## src/rtl/fifo_sync_param.sv

```systemverilog
// Parametrised single-clock FIFO with occupancy count, almost-full/empty thresholds,
// sticky overflow/underflow flags and synchronous flush.
module fifo_sync_param #(
    parameter int unsigned WIDTH  = 32,
    parameter int unsigned DEPTH  = 16,
    parameter int unsigned AF_LVL = 14,
    parameter int unsigned AE_LVL = 2,
    localparam int unsigned CW    = $clog2(DEPTH + 1)
) (
    input  logic             Clk,
    input  logic             Rst,
    input  logic             EN,
    input  logic             FLUSH,
    input  logic             WR,
    input  logic [WIDTH-1:0] dataIn,
    input  logic             RD,
    output logic [WIDTH-1:0] dataOut,
    output logic             EMPTY,
    output logic             FULL,
    output logic             AEMPTY,
    output logic             AFULL,
    output logic [CW-1:0]    COUNT,
    output logic             OVF,
    output logic             UDF
);

    localparam int unsigned PW = (DEPTH > 1) ? $clog2(DEPTH) : 1;

    localparam logic [CW-1:0] DEPTH_C  = CW'(DEPTH);
    localparam logic [CW-1:0] AF_C     = CW'(AF_LVL);
    localparam logic [CW-1:0] AE_C     = CW'(AE_LVL);
    localparam logic [PW-1:0] PTR_LAST = PW'(DEPTH - 1);

    logic [WIDTH-1:0] mem [DEPTH];

    logic [PW-1:0]    wr_ptr_q, wr_ptr_d;
    logic [PW-1:0]    rd_ptr_q, rd_ptr_d;
    logic [CW-1:0]    count_q, count_d;
    logic [WIDTH-1:0] dout_q, dout_d;
    logic             ovf_q, ovf_d;
    logic             udf_q, udf_d;

    logic             empty, full;
    logic             wr_acc, rd_acc;

    // Status is decoded only from registered count, never from the request inputs.
    assign empty  = (count_q == '0);
    assign full   = (count_q == DEPTH_C);

    assign wr_acc = EN & WR & ~full & ~FLUSH;
    assign rd_acc = EN & RD & ~empty & ~FLUSH;

    always_comb begin
        wr_ptr_d = wr_ptr_q;
        rd_ptr_d = rd_ptr_q;
        count_d  = count_q;
        dout_d   = dout_q;
        ovf_d    = ovf_q;
        udf_d    = udf_q;

        if (EN && FLUSH) begin
            wr_ptr_d = '0;
            rd_ptr_d = '0;
            count_d  = '0;
            ovf_d    = 1'b0;
            udf_d    = 1'b0;
        end else begin
            if (wr_acc) begin
                wr_ptr_d = (wr_ptr_q == PTR_LAST) ? '0 : wr_ptr_q + PW'(1);
            end
            if (rd_acc) begin
                rd_ptr_d = (rd_ptr_q == PTR_LAST) ? '0 : rd_ptr_q + PW'(1);
                dout_d   = mem[rd_ptr_q];
            end
            unique case ({wr_acc, rd_acc})
                2'b10:   count_d = count_q + CW'(1);
                2'b01:   count_d = count_q - CW'(1);
                default: count_d = count_q;
            endcase
            if (EN && WR && full) ovf_d = 1'b1;
            if (EN && RD && empty) udf_d = 1'b1;
        end
    end

    always_ff @(posedge Clk) begin
        if (Rst) begin
            wr_ptr_q <= '0;
            rd_ptr_q <= '0;
            count_q  <= '0;
            dout_q   <= '0;
            ovf_q    <= 1'b0;
            udf_q    <= 1'b0;
        end else begin
            wr_ptr_q <= wr_ptr_d;
            rd_ptr_q <= rd_ptr_d;
            count_q  <= count_d;
            dout_q   <= dout_d;
            ovf_q    <= ovf_d;
            udf_q    <= udf_d;
        end
    end

    // Storage has no reset; only the pointers define valid contents.
    always_ff @(posedge Clk) begin
        if (!Rst && wr_acc) begin
            mem[wr_ptr_q] <= dataIn;
        end
    end

    assign dataOut = dout_q;
    assign COUNT   = count_q;
    assign EMPTY   = empty;
    assign FULL    = full;
    assign AEMPTY  = (count_q <= AE_C);
    assign AFULL   = (count_q >= AF_C);
    assign OVF     = ovf_q;
    assign UDF     = udf_q;

endmodule
```

## config.mk

```make
export PLATFORM = sky130hd
export DESIGN_NAME = fifo_sync_param
export DESIGN_NICKNAME = d
export VERILOG_FILES = /design/src/rtl/fifo_sync_param.sv
export SDC_FILE = /design/constraint.sdc
export NUM_CORES = 1
export LEC_CHECK = 0
export BUFFER_PORTS_ARGS = -buffer_cell sky130_fd_sc_hd__clkbuf_2
export CELL_PAD_IN_SITES_DETAIL_PLACEMENT = 0
export CELL_PAD_IN_SITES_GLOBAL_PLACEMENT = 1
export CORE_ASPECT_RATIO = 1.5
export CORE_MARGIN = 1
export CORE_UTILIZATION = 54
export CTS_CLUSTER_DIAMETER = 100
export DETAILED_ROUTE_END_ITERATION = 16
export GPL_ROUTABILITY_DRIVEN = 1
export MAX_ROUTING_LAYER = met4
export PLACE_DENSITY_LB_ADDON = 0.08
export SYNTH_ARGS = -nofsm -noshare
export SYNTH_HDL_FRONTEND = slang
export SYNTH_SLANG_ARGS = --single-unit
```

## constraint.sdc

```tcl
create_clock -name Clk -period 4.9 [get_ports Clk]
set_clock_uncertainty 0.1 [all_clocks]
set_input_delay 0.245 -clock Clk [delete_from_list [all_inputs] [get_ports Clk]]
set_output_delay 0.245 -clock Clk [all_outputs]
set_load 0.01 [all_outputs]
```

==> results by group, run 1 <==
Yosys
  – Area contributors post-synth: edfxtp_1, mux4_2, dfxtp_1, mux2i_1, a2bb2oi_2
  – Mean Syn Cell Area: 22.1 µm²
  – Yosys warns: 0
  – Synth cell types: 45
  – Post-synth top area share: 0.715
  – Mapped Cells: 974
  – Sequential-to-total area share from yosys stat: 0.759
  – Ys async rst share: 0
  – Post-synth top flop: edfxtp_1
  – Post-synth EDFFs: 512
  – Netlist Area Pre-Place: 21,500 µm²
  – Mapped Nets: 1,022
  – #FFs+latches synth: 559
  – Largest area contributor in the synthesized netlist: edfxtp_1

Critical path
  – Crit end category: register
  – RR Startpoint: COUNT[1]
  – Setup crit start kind: register
  – Bufs and invs on worst path: 1
  – Delay-heaviest family, CP: simple AND/OR/NAND/NOR gates
  – Slowest CP cell: nor2_4
  – Path depth of the worst reg2reg path: 5
  – RR Endpoint: mem[0][16]
  – Crit path DAT: 3.43 ns
  – Reg2reg setup slack: 1.57 ns
  – Crit Path Category: reg -> reg
  – Slowest stage delay, CP: 1.01 ns
  – Worst-path fanout max: 32
  – Critical Path RT: 4.99 ns
  – Crit path cell chain: nor4_4 > a211oi_2 > inv_1 > or3_1 > nor2_4

STA
  – Final Max Slew Viols: 0
  – Period utilisation layout: 0.680
  – Final min period: 3.33 ns
  – FMAX: 300 MHz
  – Slew headroom: 0.145
  – Final Hold Viols: 0
  – Worst-Margin Slew: 1.28 ns
  – Hold WS: 0.0181 ns
  – Setup TNS: 0 ns
  – RSZ-0062 raised after global routing: false
  – Final setup vio count: 0

Placement
  – Final weighted congestion in routability-driven placement: 0.730
  – Placed cells: 1,529
  – HPWL after detailed placement: 26,100 µm
  – Port bufs: 80

Drt
  – DR WL/cell: 27.2 µm
  – Post-route ant nets: 0
  – Initial DRT Pass Iterations: 5
  – Initial DRC count: 699
  – Via/cell ratio: 5.98
  – Via count: 9,771
  – Highest metal used: met4
  – Met3 wire length: 1480 µm
  – Routed wl met2: 24,100 µm
  – Routed WL: 44,400 µm
  – Post-Route M1 WL: 17,800 µm
  – DRC: 0

Job
  – Max cap viols: 0

Outcome
  – Status: finished, final reports clean

Pwr
  – Leakage power: 0.00752 µW
  – Tot Pwr: 9210 µW
  – Max IR drop VDD: 342 µV
  – Pwr dens: 378 nW/µm²

CTS
  – Clock Latency Late Sink: 0.58 ns
  – Hold buffers post-CTS: 13
  – Num CTS Buffers: 50
  – Htree depth: 2
  – CTS clock-pin slew for the worst setup and hold paths: 0.07 ns
  – # clock sinks: 559
  – Post-CTS Resized: 0
  – CTS tree: built
  – Max Buffers Root-to-Sink: 3
  – Setup Fix Bufs, Post-CTS: 0
  – Root Driver: clkbuf_16

Finish
  – Layout Area Growth over Synthesis: 13.2%
  – Ant. Diodes: 0
  – Commonest non-fill, non-tap cells in the layout: edfxtp_1, mux4_2, clkbuf_2, mux2i_1, clkbuf_16
  – Layout Nets: 1,142
  – Most common cell after layout, fill and taps aside: edfxtp_1
  – Non-filler cells, final: 1,634
  – Share of layout cells above drive strength 1: 0.332

Floorplanning
  – Die H: 246 µm
  – Rows: 89
  – Initial Util: 0.547
  – Die area: 40,600 µm²
  – Core Box Area: 39,300 µm²
  – # IOs: 81
  – Die Span X: 165 µm

Worst hold path
  – Hold_sp: dataIn[28]
  – Hold Path Stages: 1
  – Min-Delay Path Class: in -> reg
  – Hold Crit Endpoint: mem[5][28]

Global route
  – Number of global-route vias before repair: 10,201
  – Tot GR Track Use: 0.238
  – First-pass GRT wire length: 65,600 µm
  – Initial antenna violation count: 0
  – Pin count of the biggest net entering global routing: 62
  – Grt total ovfl: 0
-- logic make-up after synthesis --
| kind of cell | synth area share |
|---|---|
| buffers and inverters | 0.0148 |
| flip-flops | 0.759 |
| AO/OA/AOI/OAI | 0.0380 |
| adder cells (fa/ha/maj) | 0.00617 |
| multiplexers | 0.165 |
| AND/OR/NAND/NOR | 0.0157 |
| XOR/XNOR | 0.00163 |
-- report_power, final --
group          internal [µW]  switching [µW]
logic                   48.0             112
clock network           2160            1680
registers               5210            6.41
-- worst reg2reg max path: stages, from the launching register on --
cell and delay [ns]:
dfxtp_1 0.48, nor4_4 0.12, a211oi_2 0.47, inv_1 0.23, or3_1 0.52, nor2_4 1.02
-- Yosys cell counts, drive strengths merged, types with 2 or more instances --
master / count
a211oi: 3
a21o: 2
a21oi: 10
a2bb2oi: 32
a31oi: 3
and2: 2
buf: 31
clkbuf: 19
dfxtp: 47
edfxtp: 512
ha: 9
inv: 8
mux2i: 66
mux4: 128
nand2: 11
nand2b: 5
nand3: 2
nor2: 26
nor2b: 2
nor3: 6
o21ai: 35
or3: 2
xor2: 3
-- worst max path at each step --
stage             start  cells past startpoint          to
6_report       COUNT[1]                      5  mem[0][16]
5_1_grt        COUNT[0]                      5  mem[0][16]
4_1_cts        COUNT[0]                      5  mem[0][17]
3_5_place_dp   COUNT[0]                      5  mem[0][17]
3_3_place_gp   COUNT[1]                      5  mem[0][18]
2_1_floorplan  COUNT[1]                      4   mem[5][0]
-- layer usage --
metal | global-route usage | vias to the layer above
met5 | - | -
met4 | 0.0666 | 0
met3 | 0.0290 | 58
met2 | 0.412 | 209
met1 | 0.294 | 5194
li1 | - | 4310
-- metrics by stage --
step | utilization | setup slack, ns | instance area [µm²]
after floorplan | - | 1.00 | 21500
after global placement | 0.575 | 1.63 | 22600
after detailed placement | 0.575 | 1.49 | 22600
after CTS | 0.619 | 1.50 | 24300
after global routing | 0.619 | 1.36 | 24300
final | 0.619 | 1.57 | 24300
-- sequential cells by signal, summed over array words and instances, names as in the netlist --
signal / cells
dataOut: 32
COUNT: 5
rd_ptr_q: 4
OVF: 1
wr_ptr_q: 4
mem: 512
UDF: 1
-- area by class of cell --
| class | count | area, µm² |
|---|---|---|
| Clock inverter | 28 | 249 |
| Sequential cell | 559 | 16300 |
| Multi-Input combinational cell | 357 | 4970 |
| Tap cell | 500 | 626 |
| Fill cell | 2761 | 15000 |
| Timing Repair Buffer | 118 | 781 |
| Inverter | 8 | 30.0 |
| Clock buffer | 64 | 1350 |
(Power assumes the default switching activity.)
==> inputs of run 2 (changes only) <==
ABC_AREA = 1   (was unset)
CORE_UTILIZATION = 45   (was 54)
clock period = 2.9 ns   (was 4.9 ns; I/O delays follow)
==> run 2 against run 1 <==
  * Non-clock buffer count is 53 higher
  * Register-to-register slack worse by 1.2 ns
  * Global-route usage is 0.35 points lower
  * Clock power is 78% higher
  * Critical path type is now in -> reg
==> results by group, run 2 <==
Global route
  – Pin count of the biggest net entering global routing: 129 (was 62)
  – Initial antenna violation count: 1 (was 0)
  – First-pass GRT wire length: 92,700 µm (was 65,600 µm)
  – Grt total ovfl: 0 (unchanged)
  – Number of global-route vias before repair: 15,553 (was 10,201)
  – Tot GR Track Use: 0.234 (was 0.238)

Finish
  – Layout Area Growth over Synthesis: 14.5% (was 13.2%)
  – Share of layout cells above drive strength 1: 0.134 (was 0.332)
  – Largest Register: mem (unchanged)
  – Commonest non-fill, non-tap cells in the layout: nand2_1, edfxtp_1, nand3_1, inv_1, or2_2 (was edfxtp_1, mux4_2, clkbuf_2, mux2i_1, clkbuf_16)
  – Layout Nets: 2,473 (was 1,142)
  – Final instance area: 27,500 µm² (was 24,300 µm²)
  – Most common cell after layout, fill and taps aside: nand2_1 (was edfxtp_1)
  – Max FFs per register: 512 (unchanged)

Pwr
  – Net Switching: 3340 µW (was 1800 µW)
  – Pwr dens: 588 nW/µm² (was 378 nW/µm²)
  – Seq pwr share: 0.546 (was 0.566)
  – Combinational power share: 0.032 (was 0.017)
  – Max IR drop VDD: 473 µV (was 342 µV)
  – Leakage power: 0.0114 µW (was 0.00752 µW)
  – Sw frac: 0.207 (was 0.195)
  – Internal power: 12,800 µW (was 7410 µW)
  – Clk pwr share: 0.422 (was 0.417)

Critical path
  – Crit path DAT: 3.00 ns (was 3.43 ns)
  – Critical Path RT: 3.26 ns (was 4.99 ns)
  – Worst-path fanout max: 5 (was 32)
  – Slowest stage delay, CP: 0.57 ns (was 1.01 ns)
  – Slowest CP cell: dlygate4sd3_1 (was nor2_4)
  – Crit end category: register (unchanged)
  – Setup crit start kind: input pin (was register)
  – CP most frequent cell: nand2_1
  – Crit Path Category: in -> reg (was reg -> reg)
  – Delay-heaviest family, CP: buffers and inverters (was simple AND/OR/NAND/NOR gates)
  – Crit path cell chain: dlygate4sd3_1 > clkbuf_2 > nand2_1 > nor2_1 > dlygate4sd3_1 > nand2_2 > clkinv_2 > ha_1 > inv_1 > fa_1 > inv_1 > nand2_1 > a21oi_1 > nor2_1 > nand2_1 > nand2_1 > nand2_1 > a21oi_1 (was nor4_4 > a211oi_2 > inv_1 > or3_1 > nor2_4)
  – Bufs and invs on worst path: 6 (was 1)

STA
  – Final Hold Viols: 0 (unchanged)
  – RSZ-0062 raised after global routing: false (unchanged)
  – Final WS setup: 0.257 ns (was 1.57 ns)
  – Final Max Slew Viols: 0 (unchanged)
  – Final setup vio count: 0 (unchanged)
  – Worst-Margin Slew: 0.998 ns (was 1.28 ns)
  – Period utilisation layout: 0.912
  – Final min period: 2.64 ns
  – FMAX: 378 MHz
  – Hold WS: 0.114 ns (was 0.0181 ns)
  – Slew headroom: 0.335 (was 0.145)

Worst hold path
  – Min-Delay Path Class: in -> reg (unchanged)

CTS
  – Num CTS Buffers: 54 (was 50)
  – Max Buffers Root-to-Sink: 3 (unchanged)
  – # clock sinks: 559 (unchanged)
  – Setup Fix Bufs, Post-CTS: 0 (unchanged)
  – CTS clock-pin slew for the worst setup and hold paths: 0.06 ns (was 0.07 ns)
  – CTS tree: built (unchanged)
  – Post-CTS Resized: 0 (unchanged)
  – Root Driver: clkbuf_16 (unchanged)
  – Htree depth: 2 (unchanged)
  – Clock Latency Late Sink: 0.58 ns (about the same)

Floorplanning
  – Rows: 103 (was 89)
  – Die Span X: 191 µm (was 165 µm)
  – Die area: 54,400 µm² (was 40,600 µm²)
  – # IOs: 81 (unchanged)
  – Initial Util: 0.456 (was 0.547)
  – Die H: 285 µm (was 246 µm)
  – Core Box Area: 52,700 µm² (was 39,300 µm²)

Drt
  – Via count: 15,714 (was 9,771)
  – Initial DRC count: 1,022 (was 699)
  – DRC: 0 (unchanged)
  – Initial DRT Pass Iterations: 5 (unchanged)
  – Via/cell ratio: 4.98 (was 5.98)
  – DR WL/cell: 18.9 µm (was 27.2 µm)
  – Post-route ant nets: 0 (unchanged)
  – Routed WL: 59,600 µm (was 44,400 µm)

Yosys
  – Most frequent cell after synthesis: nand2_1 (was edfxtp_1)
  – #FFs+latches synth: 559 (unchanged)
  – Area contributors post-synth: edfxtp_1, nand3_1, nand2_1, inv_1, dfxtp_1 (was edfxtp_1, mux4_2, dfxtp_1, mux2i_1, a2bb2oi_2)
  – Post-synth top area share: 0.640 (was 0.715)
  – Synth Area in XOR/XNOR: 0.00182 (was 0.00163)
  – Synth Area in Adders: 0.00552 (was 0.00617)
  – Mapped Cells: 2,317 (was 974)
  – Synth cell types: 31 (was 45)
  – Sequential-to-total area share from yosys stat: 0.679 (was 0.759)
  – Mean Syn Cell Area: 10.4 µm² (was 22.1 µm²)
  – Mapped Nets: 2,365 (was 1,022)
  – Post-synth EDFFs: 512 (unchanged)
  – Ys async rst share: 0 (unchanged)
  – Netlist Area Pre-Place: 24,000 µm² (was 21,500 µm²)
  – Post-synthesis compound-gate area fraction: 0.00489 (was 0.0380)
  – Most frequent cells after synthesis: nand2_1, edfxtp_1, nand3_1, inv_1, or2_2 (was edfxtp_1, mux4_2, mux2i_1, dfxtp_1, nor2_1)
  – Synth Area in Simple Gates: 0.221 (was 0.0157)
  – Yosys warns: 0 (unchanged)
  – Largest family of logic cells by synthesized area: simple AND/OR/NAND/NOR gates (was multiplexers)
  – Post-synth top flop: edfxtp_1 (unchanged)
  – Multiplexer share of the synthesized area: 0 (was 0.165)
  – Largest area contributor in the synthesized netlist: edfxtp_1 (unchanged)

Placement
  – Dpl ws: 0.395 ns (was 1.49 ns)
  – Port bufs: 80 (unchanged)
  – HPWL after detailed placement: 33,500 µm (was 26,100 µm)
  – DP Area: 25,400 µm² (was 22,600 µm²)
  – Final weighted congestion in routability-driven placement: 0.779 (was 0.730)

Job
  – Max cap viols: 0 (unchanged)

Outcome
  – Status: finished, final reports clean (unchanged)
==> run 2: changes by cell type in the layout (fill, tap and decap cells not counted), sizes merged, moves of 7 or more <==
cell / before / now
nand3: 2 / 452
nand2: 11 / 542
or2: 0 / 97
inv: 10 / 410
nor2: 26 / 95
a2bb2oi: 32 / 0
o21ai: 35 / 6
dlygate4sd3: 13 / 40
clkbuf: 144 / 151
buf: 25 / 51
mux2i: 66 / 0
mux4: 128 / 0
==> run 2: path summary, 6_finish.rpt <==
| kind | startpoint | endpoint | slack (ns) | depth (start not counted) |
|---|---|---|---|---|
| max | EN | COUNT[4] | 0.26 | 18 |
| min | Rst | dataOut[19] | 0.11 | 5 |
| max reg2reg | COUNT[2] | COUNT[4] | 0.36 | 14 |
| min reg2reg | wr_ptr_q[0] | wr_ptr_q[0] | 0.41 | 2 |
==> run 2: what timing repair did <==
item	in CTS	in global routing
hold buffers	40	0
endpoints found under the setup margin	0	0
endpoints found under the hold margin	520	0
==> run 2: final cells by class <==
class                           instances  area, µm²
Timing Repair Buffer                  171       1360
Clock inverter                         30        194
Tap cell                              682        853
Inverter                              411       1550
Antenna cell                            1       2.50
Clock buffer                           71       1520
Fill cell                            4650      25200
Sequential cell                       559      16300
Multi-Input combinational cell       1228       5720
==> run 2: through the flow <==
| step | instances | power, µW | TNS (ns) | util |
|---|---|---|---|---|
| finish | 3153 | 16200 | 0 | 0.522 |
| detailed placement | 3011 | 9500 | 0 | 0.482 |
| CTS | 3152 | 16300 | 0 | 0.522 |
| floorplan | 2317 | 9250 | -22.71 | - |
| global placement | 3011 | 9490 | 0 | 0.482 |
| global route | 3153 | 16700 | 0 | 0.522 |
==> run 2: logic make-up (layout without fill, tap and decap cells) <==
kind of cell    Yosys count  in the layout
flops                   559            559
compound gates           21             21
xor+xnor                  5              5
simple gates           1192           1192
buf+inv                 530            683
other cells               0              1
fa+ha+maj                10             10
==> run 2: worst min-delay path, cell delays in order <==
cell and delay [ns]:
clkbuf_2 0.16, buf_4 0.25, nor2_1 0.13, nand2_1 0.05, inv_1 0.04
==> run 2: per-layer routing <==
layer,up-vias,share of wire,global-route usage
met5,-,0,-
met4,0,0.028,0.0714
met3,92,0.041,0.0321
met2,322,0.50,0.393
met1,7577,0.43,0.292
li1,7723,-,-
==> run 2: power by group through the flow <==
stage / Combinational, µW / Clock [µW] / Sequential (µW)
6_report: 525 / 6820 / 8830
5_1_grt: 587 / 7260 / 8830
4_1_cts: 536 / 6980 / 8830
3_5_place_dp: 492 / 0 / 9000
3_3_place_gp: 487 / 0 / 9000
2_1_floorplan: 236 / 0 / 9010
